==> src/rtl/memory_pkg.sv <==
// Shared encodings for the key/value cache write controller:
// FSM states, request opcodes and response status codes.
package memory_pkg;

  typedef enum logic [1:0] {
    S_IDLE   = 2'd0,
    S_LOOKUP = 2'd1,
    S_WRITE  = 2'd2,
    S_RESP   = 2'd3
  } state_e;

  typedef enum logic {
    OP_PUT = 1'b0,
    OP_DEL = 1'b1
  } op_e;

  typedef enum logic [1:0] {
    ST_OK        = 2'b00,
    ST_FULL      = 2'b01,
    ST_NOT_FOUND = 2'b10
  } status_e;

endpackage

==> src/rtl/memory_write_controller_if.sv <==
// Request/response channel between a requester and the cache write controller.
interface memory_write_controller_if
  import memory_pkg::*;
#(
  parameter int unsigned NUM_ENTRIES = 8,
  parameter int unsigned KEY_WIDTH   = 32,
  parameter int unsigned VALUE_WIDTH = 64
);
  localparam int unsigned IDX_W = $clog2(NUM_ENTRIES);

  logic                   req_valid;
  logic                   req_ready;
  op_e                    req_op;
  logic [KEY_WIDTH-1:0]   req_key;
  logic [VALUE_WIDTH-1:0] req_value;
  logic                   resp_valid;
  status_e                resp_status;
  logic [IDX_W-1:0]       resp_index;

  modport master (
    output req_valid, req_op, req_key, req_value,
    input  req_ready, resp_valid, resp_status, resp_index
  );

  modport slave (
    input  req_valid, req_op, req_key, req_value,
    output req_ready, resp_valid, resp_status, resp_index
  );

endinterface

==> src/rtl/mem_priority_encoder.sv <==
// Lowest-set-bit search: returns the index of the least significant set bit
// and whether any bit was set (index is 0 when none).
module mem_priority_encoder #(
  parameter int unsigned WIDTH = 8,
  localparam int unsigned IDX_W = $clog2(WIDTH)
) (
  input  logic [WIDTH-1:0] vec,
  output logic [IDX_W-1:0] index,
  output logic             found
);

  always_comb begin
    index = '0;
    found = 1'b0;
    for (int i = 0; i < int'(WIDTH); i++) begin
      if (vec[i] && !found) begin
        index = IDX_W'(i);
        found = 1'b1;
      end
    end
  end

endmodule

==> src/rtl/memory_write_controller.sv <==
// Cache write controller: looks up a key across register rows, then performs
// PUT (update/insert) or DEL (invalidate) and reports a one-cycle response.
module memory_write_controller
  import memory_pkg::*;
#(
  parameter int unsigned NUM_ENTRIES = 8,
  parameter int unsigned KEY_WIDTH   = 32,
  parameter int unsigned VALUE_WIDTH = 64
) (
  input  logic                            clk,
  input  logic                            rst_n,
  memory_write_controller_if.slave        bus,
  input  logic [NUM_ENTRIES*KEY_WIDTH-1:0] stored_keys,
  output logic [NUM_ENTRIES-1:0]          row_write,
  output logic [KEY_WIDTH-1:0]            wr_key,
  output logic [VALUE_WIDTH-1:0]          wr_value,
  output logic [NUM_ENTRIES-1:0]          valid_map
);

  localparam int unsigned IDX_W = $clog2(NUM_ENTRIES);

  state_e                 state, state_d;
  op_e                    lat_op, lat_op_d;
  logic [KEY_WIDTH-1:0]   lat_key, lat_key_d;
  logic [VALUE_WIDTH-1:0] lat_value, lat_value_d;
  logic [IDX_W-1:0]       target, target_d;
  logic [NUM_ENTRIES-1:0] valid_map_d;
  logic [NUM_ENTRIES-1:0] row_write_d;
  logic                   ready_q, ready_d;
  logic                   resp_valid_q, resp_valid_d;
  status_e                status_q, status_d;
  logic [IDX_W-1:0]       index_q, index_d;

  logic [NUM_ENTRIES-1:0] hit_vec;
  logic [IDX_W-1:0]       hit_idx, free_idx;
  logic                   hit_found, free_found;

  // Only occupied rows may match, so stale keys never hit
  always_comb begin
    hit_vec = '0;
    for (int i = 0; i < int'(NUM_ENTRIES); i++) begin
      hit_vec[i] = valid_map[i] && (stored_keys[i*KEY_WIDTH +: KEY_WIDTH] == lat_key);
    end
  end

  mem_priority_encoder #(.WIDTH(NUM_ENTRIES)) u_hit_pe (
    .vec   (hit_vec),
    .index (hit_idx),
    .found (hit_found)
  );

  mem_priority_encoder #(.WIDTH(NUM_ENTRIES)) u_free_pe (
    .vec   (~valid_map),
    .index (free_idx),
    .found (free_found)
  );

  always_ff @(posedge clk or negedge rst_n) begin
    if (!rst_n) state <= S_IDLE;
    else        state <= state_d;
  end

  // Next state plus next value of every registered output
  always_comb begin
    state_d     = state;
    lat_op_d    = lat_op;
    lat_key_d   = lat_key;
    lat_value_d = lat_value;
    target_d    = target;
    valid_map_d = valid_map;
    status_d    = status_q;
    index_d     = index_q;
    unique case (state)
      S_IDLE: begin
        if (bus.req_valid && ready_q) begin
          lat_op_d    = bus.req_op;
          lat_key_d   = bus.req_key;
          lat_value_d = bus.req_value;
          state_d     = S_LOOKUP;
        end
      end
      S_LOOKUP: begin
        if (lat_op == OP_PUT) begin
          if (hit_found) begin
            target_d = hit_idx;
            state_d  = S_WRITE;
          end else if (free_found) begin
            target_d = free_idx;
            state_d  = S_WRITE;
          end else begin
            status_d = ST_FULL;
            index_d  = '0;
            state_d  = S_RESP;
          end
        end else if (hit_found) begin
          valid_map_d[hit_idx] = 1'b0;
          status_d = ST_OK;
          index_d  = hit_idx;
          state_d  = S_RESP;
        end else begin
          status_d = ST_NOT_FOUND;
          index_d  = '0;
          state_d  = S_RESP;
        end
      end
      S_WRITE: begin
        valid_map_d[target] = 1'b1;
        status_d = ST_OK;
        index_d  = target;
        state_d  = S_RESP;
      end
      S_RESP: begin
        state_d = S_IDLE;
      end
      default: state_d = S_IDLE;
    endcase

    ready_d      = (state_d == S_IDLE);
    resp_valid_d = (state_d == S_RESP);
    row_write_d  = '0;
    if (state_d == S_WRITE) row_write_d[target_d] = 1'b1;
  end

  always_ff @(posedge clk or negedge rst_n) begin
    if (!rst_n) begin
      lat_op       <= OP_PUT;
      lat_key      <= '0;
      lat_value    <= '0;
      target       <= '0;
      valid_map    <= '0;
      row_write    <= '0;
      ready_q      <= 1'b1;
      resp_valid_q <= 1'b0;
      status_q     <= ST_OK;
      index_q      <= '0;
    end else begin
      lat_op       <= lat_op_d;
      lat_key      <= lat_key_d;
      lat_value    <= lat_value_d;
      target       <= target_d;
      valid_map    <= valid_map_d;
      row_write    <= row_write_d;
      ready_q      <= ready_d;
      resp_valid_q <= resp_valid_d;
      status_q     <= status_d;
      index_q      <= index_d;
    end
  end

  assign wr_key          = lat_key;
  assign wr_value        = lat_value;
  assign bus.req_ready   = ready_q;
  assign bus.resp_valid  = resp_valid_q;
  assign bus.resp_status = status_q;
  assign bus.resp_index  = index_q;

endmodule

==> src/flat_wrapper.sv <==
// flat-port wrapper written by rule: the top's interface ports become plain ports
module memory_write_controller_flat import memory_pkg::*;
#(
  parameter int unsigned NUM_ENTRIES = 8,
  parameter int unsigned KEY_WIDTH   = 32,
  parameter int unsigned VALUE_WIDTH = 64
)
  (clk, rst_n, stored_keys, row_write, wr_key, wr_value, valid_map, bus_req_valid, bus_req_op, bus_req_key, bus_req_value, bus_req_ready, bus_resp_valid, bus_resp_status, bus_resp_index);
  memory_write_controller_if #(.NUM_ENTRIES(NUM_ENTRIES), .KEY_WIDTH(KEY_WIDTH), .VALUE_WIDTH(VALUE_WIDTH)) bus_i ();
  input  logic clk;
  input  logic rst_n;
  input  logic [NUM_ENTRIES*KEY_WIDTH-1:0] stored_keys;
  output logic [NUM_ENTRIES-1:0] row_write;
  output logic [KEY_WIDTH-1:0] wr_key;
  output logic [VALUE_WIDTH-1:0] wr_value;
  output logic [NUM_ENTRIES-1:0] valid_map;
  input wire logic [$bits(bus_i.req_valid)-1:0] bus_req_valid;
  input wire logic [$bits(bus_i.req_op)-1:0] bus_req_op;
  input wire logic [$bits(bus_i.req_key)-1:0] bus_req_key;
  input wire logic [$bits(bus_i.req_value)-1:0] bus_req_value;
  output wire logic [$bits(bus_i.req_ready)-1:0] bus_req_ready;
  output wire logic [$bits(bus_i.resp_valid)-1:0] bus_resp_valid;
  output wire logic [$bits(bus_i.resp_status)-1:0] bus_resp_status;
  output wire logic [$bits(bus_i.resp_index)-1:0] bus_resp_index;
  assign bus_i.req_valid = bus_req_valid;
  assign bus_i.req_op = bus_req_op;
  assign bus_i.req_key = bus_req_key;
  assign bus_i.req_value = bus_req_value;
  assign bus_req_ready = bus_i.req_ready;
  assign bus_resp_valid = bus_i.resp_valid;
  assign bus_resp_status = bus_i.resp_status;
  assign bus_resp_index = bus_i.resp_index;
  memory_write_controller #(.NUM_ENTRIES(NUM_ENTRIES), .KEY_WIDTH(KEY_WIDTH), .VALUE_WIDTH(VALUE_WIDTH)) u_core (.clk(clk), .rst_n(rst_n), .bus(bus_i), .stored_keys(stored_keys), .row_write(row_write), .wr_key(wr_key), .wr_value(wr_value), .valid_map(valid_map));
endmodule
==> config.mk <==
export PLATFORM = sky130hd
export DESIGN_NAME = memory_write_controller_flat
export DESIGN_NICKNAME = d
export VERILOG_FILES = /design/src/rtl/memory_pkg.sv /design/src/rtl/memory_write_controller_if.sv /design/src/rtl/mem_priority_encoder.sv /design/src/rtl/memory_write_controller.sv /design/src/flat_wrapper.sv
export SDC_FILE = /design/constraint.sdc
export NUM_CORES = 1
export LEC_CHECK = 0
export ABC_CLOCK_PERIOD_IN_PS = 2890
export CORE_MARGIN = 2
export CORE_UTILIZATION = 25
export CTS_CLUSTER_SIZE = 28
export DETAILED_ROUTE_END_ITERATION = 10
export HOLD_SLACK_MARGIN = 0.05
export PLACE_DENSITY_LB_ADDON = 0.15
export SLEW_MARGIN = 15
export SYNTH_ARGS = -nofsm -noshare
export SYNTH_HDL_FRONTEND = slang
export SYNTH_SLANG_ARGS = --single-unit
==> constraint.sdc <==
create_clock -name clk -period 2.89 [get_ports clk]
set_input_delay 0.867 -clock clk [delete_from_list [all_inputs] [get_ports clk]]
set_output_delay 0.867 -clock clk [all_outputs]
set_load 0.01 [all_outputs]
==> results.md <==
- Max frequency: 321.1 MHz
- Slew margin rel.: 65.66%
- Most frequent cells in the layout: clkdlybuf4s50_1 (243), dlygate4sd2_1 (187), buf_4 (178), xor2_2 (123), dfrtp_1 (115)
- Startpoint types: flip-flop
- Yosys top cell area share: 34.86%
- Failing checks: setup timing
- Initial antenna violation count: 15
- Worst R2R Path Depth: 11
- CTS H-tree lvls: 4
- Worst setup path category: flip-flop to flip-flop
- Die height: 192.7 um
- Crit-path cells: buf_12 > buf_4 > xor2_2 > nor4_2 > nand4_1 > buf_4 > o41ai_4 > o41a_1 > o21ai_4 > a2111o_1 > nor3_2
- Routed vias/inst: 4.755
- Max Buffers Root-to-Sink: 2
- Post-Place Cells: 1,911
- Slowest cell delay on critical path: 0.46 ns
- DIE AREA: 0.03713 mm2
- Post-DP Area: 0.01559 mm2
- Critical path arrival: 3.45 ns
- P per Cell Area: 983.2 mW/mm2
- Predominant post-synthesis flop cell: dfrtp_1
- DIE WIDTH: 192.7 um
- Filler Cells Inserted: 3,237
- Worst hold path class: input port to async pin
- FF-to-FF End: u_core.row_write[6]
- Netlist cell types: 60
- First-pass GRT wire length: 70.57 mm
- Ys Warns: 0
- Crit Path Max Fanout: 4
- PortBufs: 474
- Post-synth top area cell: dfrtp_1
- Clock latency on the worst-skew pair: 0.42 ns
- Yosys reg bits: 125
- Total track usage: 26.96%
- Largest net degree at the start of global routing: 48
- Sequential area share after synthesis: 35.16%
- RSZ-0062 raised after global routing: true
- Status: finished, violations left
- Final period utilization: 107.8%
- Avg Inst Size Synth: 10.53 um2
- Total iterations of the first detailed-routing run: 5
- # rows: 69
- Vias post-DR: 9,568
- Core Box Area: 0.03531 mm2
- Post-route insts no fill: 2,012
- Synth Cell Area: 0.008901 mm2
- Most used cell, CP: buf_4
- TritonCTS clock tree: yes
- Layout cells sized above 1: 43.29%
- Final Setup Violations: 22
- Synth area leaders: dfrtp_1 (35%), xor2_1 (20%), mux2_2 (13%)
- Slew Viols, Final: 0
- # IOs: 475
- Post-synth EDFFs: 0
- Worst-path clk slew: 0.06 ns
- Max cap viols: 0
- CTS Buf Count: 17
- Gp weighted congestion: 0.8893
- Critical-path top delay cell: a2111o_1
- Drt first-iter violations: 372
- Area delta synth->final: 106.7%
- Leakage power: 7.701 nW
- Final hold violation count: 0
- Flop-to-flop setup slack: -0.22 ns
- Skew final: 0.009712 ns
- Syn Nets: 1,205
- Post-route DRC: 0
- Setup slack after layout: -0.2245 ns
- Worst slew pin tran: 0.5152 ns
- Endpoint class of the critical path: flip-flop
- Final Instance Area: 0.01840 mm2
- Starting density of the core: 25.21%
- Commonest non-fill, non-tap cell in the layout: clkdlybuf4s50_1
- Antenna-violating nets left: 0
- Total grt overflow: 0
- Minimum clock period: 3.114 ns
- Ys async rst share: 100.0%
- Maximum vdd drop: 0.0005633 V
- Layout Nets: 1,883
- Clk Tree Root Cell: clkbuf_16
- CTS Hold Bufs: 0
- Dpl hpwl: 40.46 mm
- Worst hold slack: 0.3815 ns
- Crit path required time: 3.23 ns
- # clock sinks: 125
- Post-Synthesis Cells: 845
- WL/cell: 24.98 um
- Vias in the first global route: 10,410
- CP top delay family: compound AO/OA/AOI/OAI gates
- FF-to-FF Start: u_core.wr_key[6]
- Crit path buf inv count: 3
- Total negative setup slack: -2.977 ns
- Final wirelength: 50.25 mm
[registers in the layout (all words and copies together), names as in the netlist]
signal,cells
u_core.bus.req_ready,1
u_core.bus.resp_index,3
u_core.bus.resp_status,2
u_core.bus.resp_valid,1
u_core.lat_op,1
u_core.row_write,8
u_core.state,2
u_core.target,3
u_core.valid_map,8
u_core.wr_key,32
u_core.wr_value,64
[cell usage after synthesis (6+ instances only)]
master    instances
nor2_1           13
buf_4            18
nand2_1          30
nor4b_1          13
dfrtp_1         124
clkbuf_1         11
xor2_1          200
or3_1             6
inv_1             9
nor3_1           23
xnor2_1          56
nand3_1          15
buf_6            13
a21oi_1          11
mux2_2          100
nor4_1           83
nand4b_1          9
a31oi_1          11
nand4_1          29
[report_power, final]
| part | total, mW | switching (mW) | internal (mW) |
|---|---|---|---|
| combinational | 12.5 | 6.13 | 6.39 |
| clock | 2.26 | 0.883 | 1.38 |
| sequential | 3.31 | 0.723 | 2.59 |
| total | 18.1 | 7.74 | 10.4 |
[worst reg2reg max path, stage by stage, from the launching register on]
cell and delay, ns:
dfrtp_1 0.41, buf_12 0.15, buf_4 0.16, xor2_2 0.20
nor4_2 0.36, nand4_1 0.25, buf_4 0.22, o41ai_4 0.26
o41a_1 0.26, o21ai_4 0.09, a2111o_1 0.46, nor3_2 0.21
[area by class of cell]
cell class	count	area [um2]	area share (%)
Antenna cell	15	37.54	0.2040
Inverter	11	43.79	0.2380
Multi-Input combinational cell	665	7340	39.89
Clock inverter	14	181.4	0.9861
Timing Repair Buffer	703	6650	36.14
Clock buffer	18	429.2	2.333
Sequential cell	125	3141	17.07
Tap cell	461	576.8	3.135
[worst max path at each step]
| stage | end | cells past startpoint | from |
|---|---|---|---|
| after floorplan | u_core.bus.resp_index[0] | 9 | stored_keys[117] |
| after global placement | u_core.bus.resp_index[0] | 11 | stored_keys[102] |
| after detailed placement | u_core.bus.resp_index[0] | 11 | stored_keys[162] |
| after CTS | u_core.row_write[1] | 12 | u_core.wr_key[10] |
| after global routing | u_core.row_write[6] | 11 | u_core.wr_key[6] |
| final | u_core.row_write[6] | 11 | u_core.wr_key[6] |
[cell families after synthesis]
logic type                 count (synthesis)  synth area share (%)
adders and majority gates                  4                0.5623
muxes                                    101                 12.76
buffers and inverters                     55                 4.203
xor gates and xnor gates                 256                 25.19
DFF                                      125                 35.16
and+or+nand+nor                          254                 17.71
AOI/OAI and AO/OA                         50                 4.414
[stage by stage]
step                worst slack (ns)  total power, mW  util, %
floorplan                   -0.03091            7.791        -
global placement             -0.9270            13.63    44.16
global route                 -0.2969            19.02    52.08
finish                       -0.2245            18.09    52.11
detailed placement           -0.9426            13.62    44.16
CTS                          -0.1098            17.75    51.08
[timing repair]
item / in CTS / in global routing
resized for setup: 561 / 52
endpoints found under the setup margin: 27 / 24
setup buffers: 43 / 14
pin swaps: 237 / 39
[layer usage]
metal | GRT usage, % | part of all wire [%]
met5 | 0 | 0.034
met4 | 8.573 | 2.9
met3 | 6.328 | 6.9
met2 | 47.74 | 51
met1 | 32.08 | 39
No activity file was read; power rests on OpenSTA's default activity.
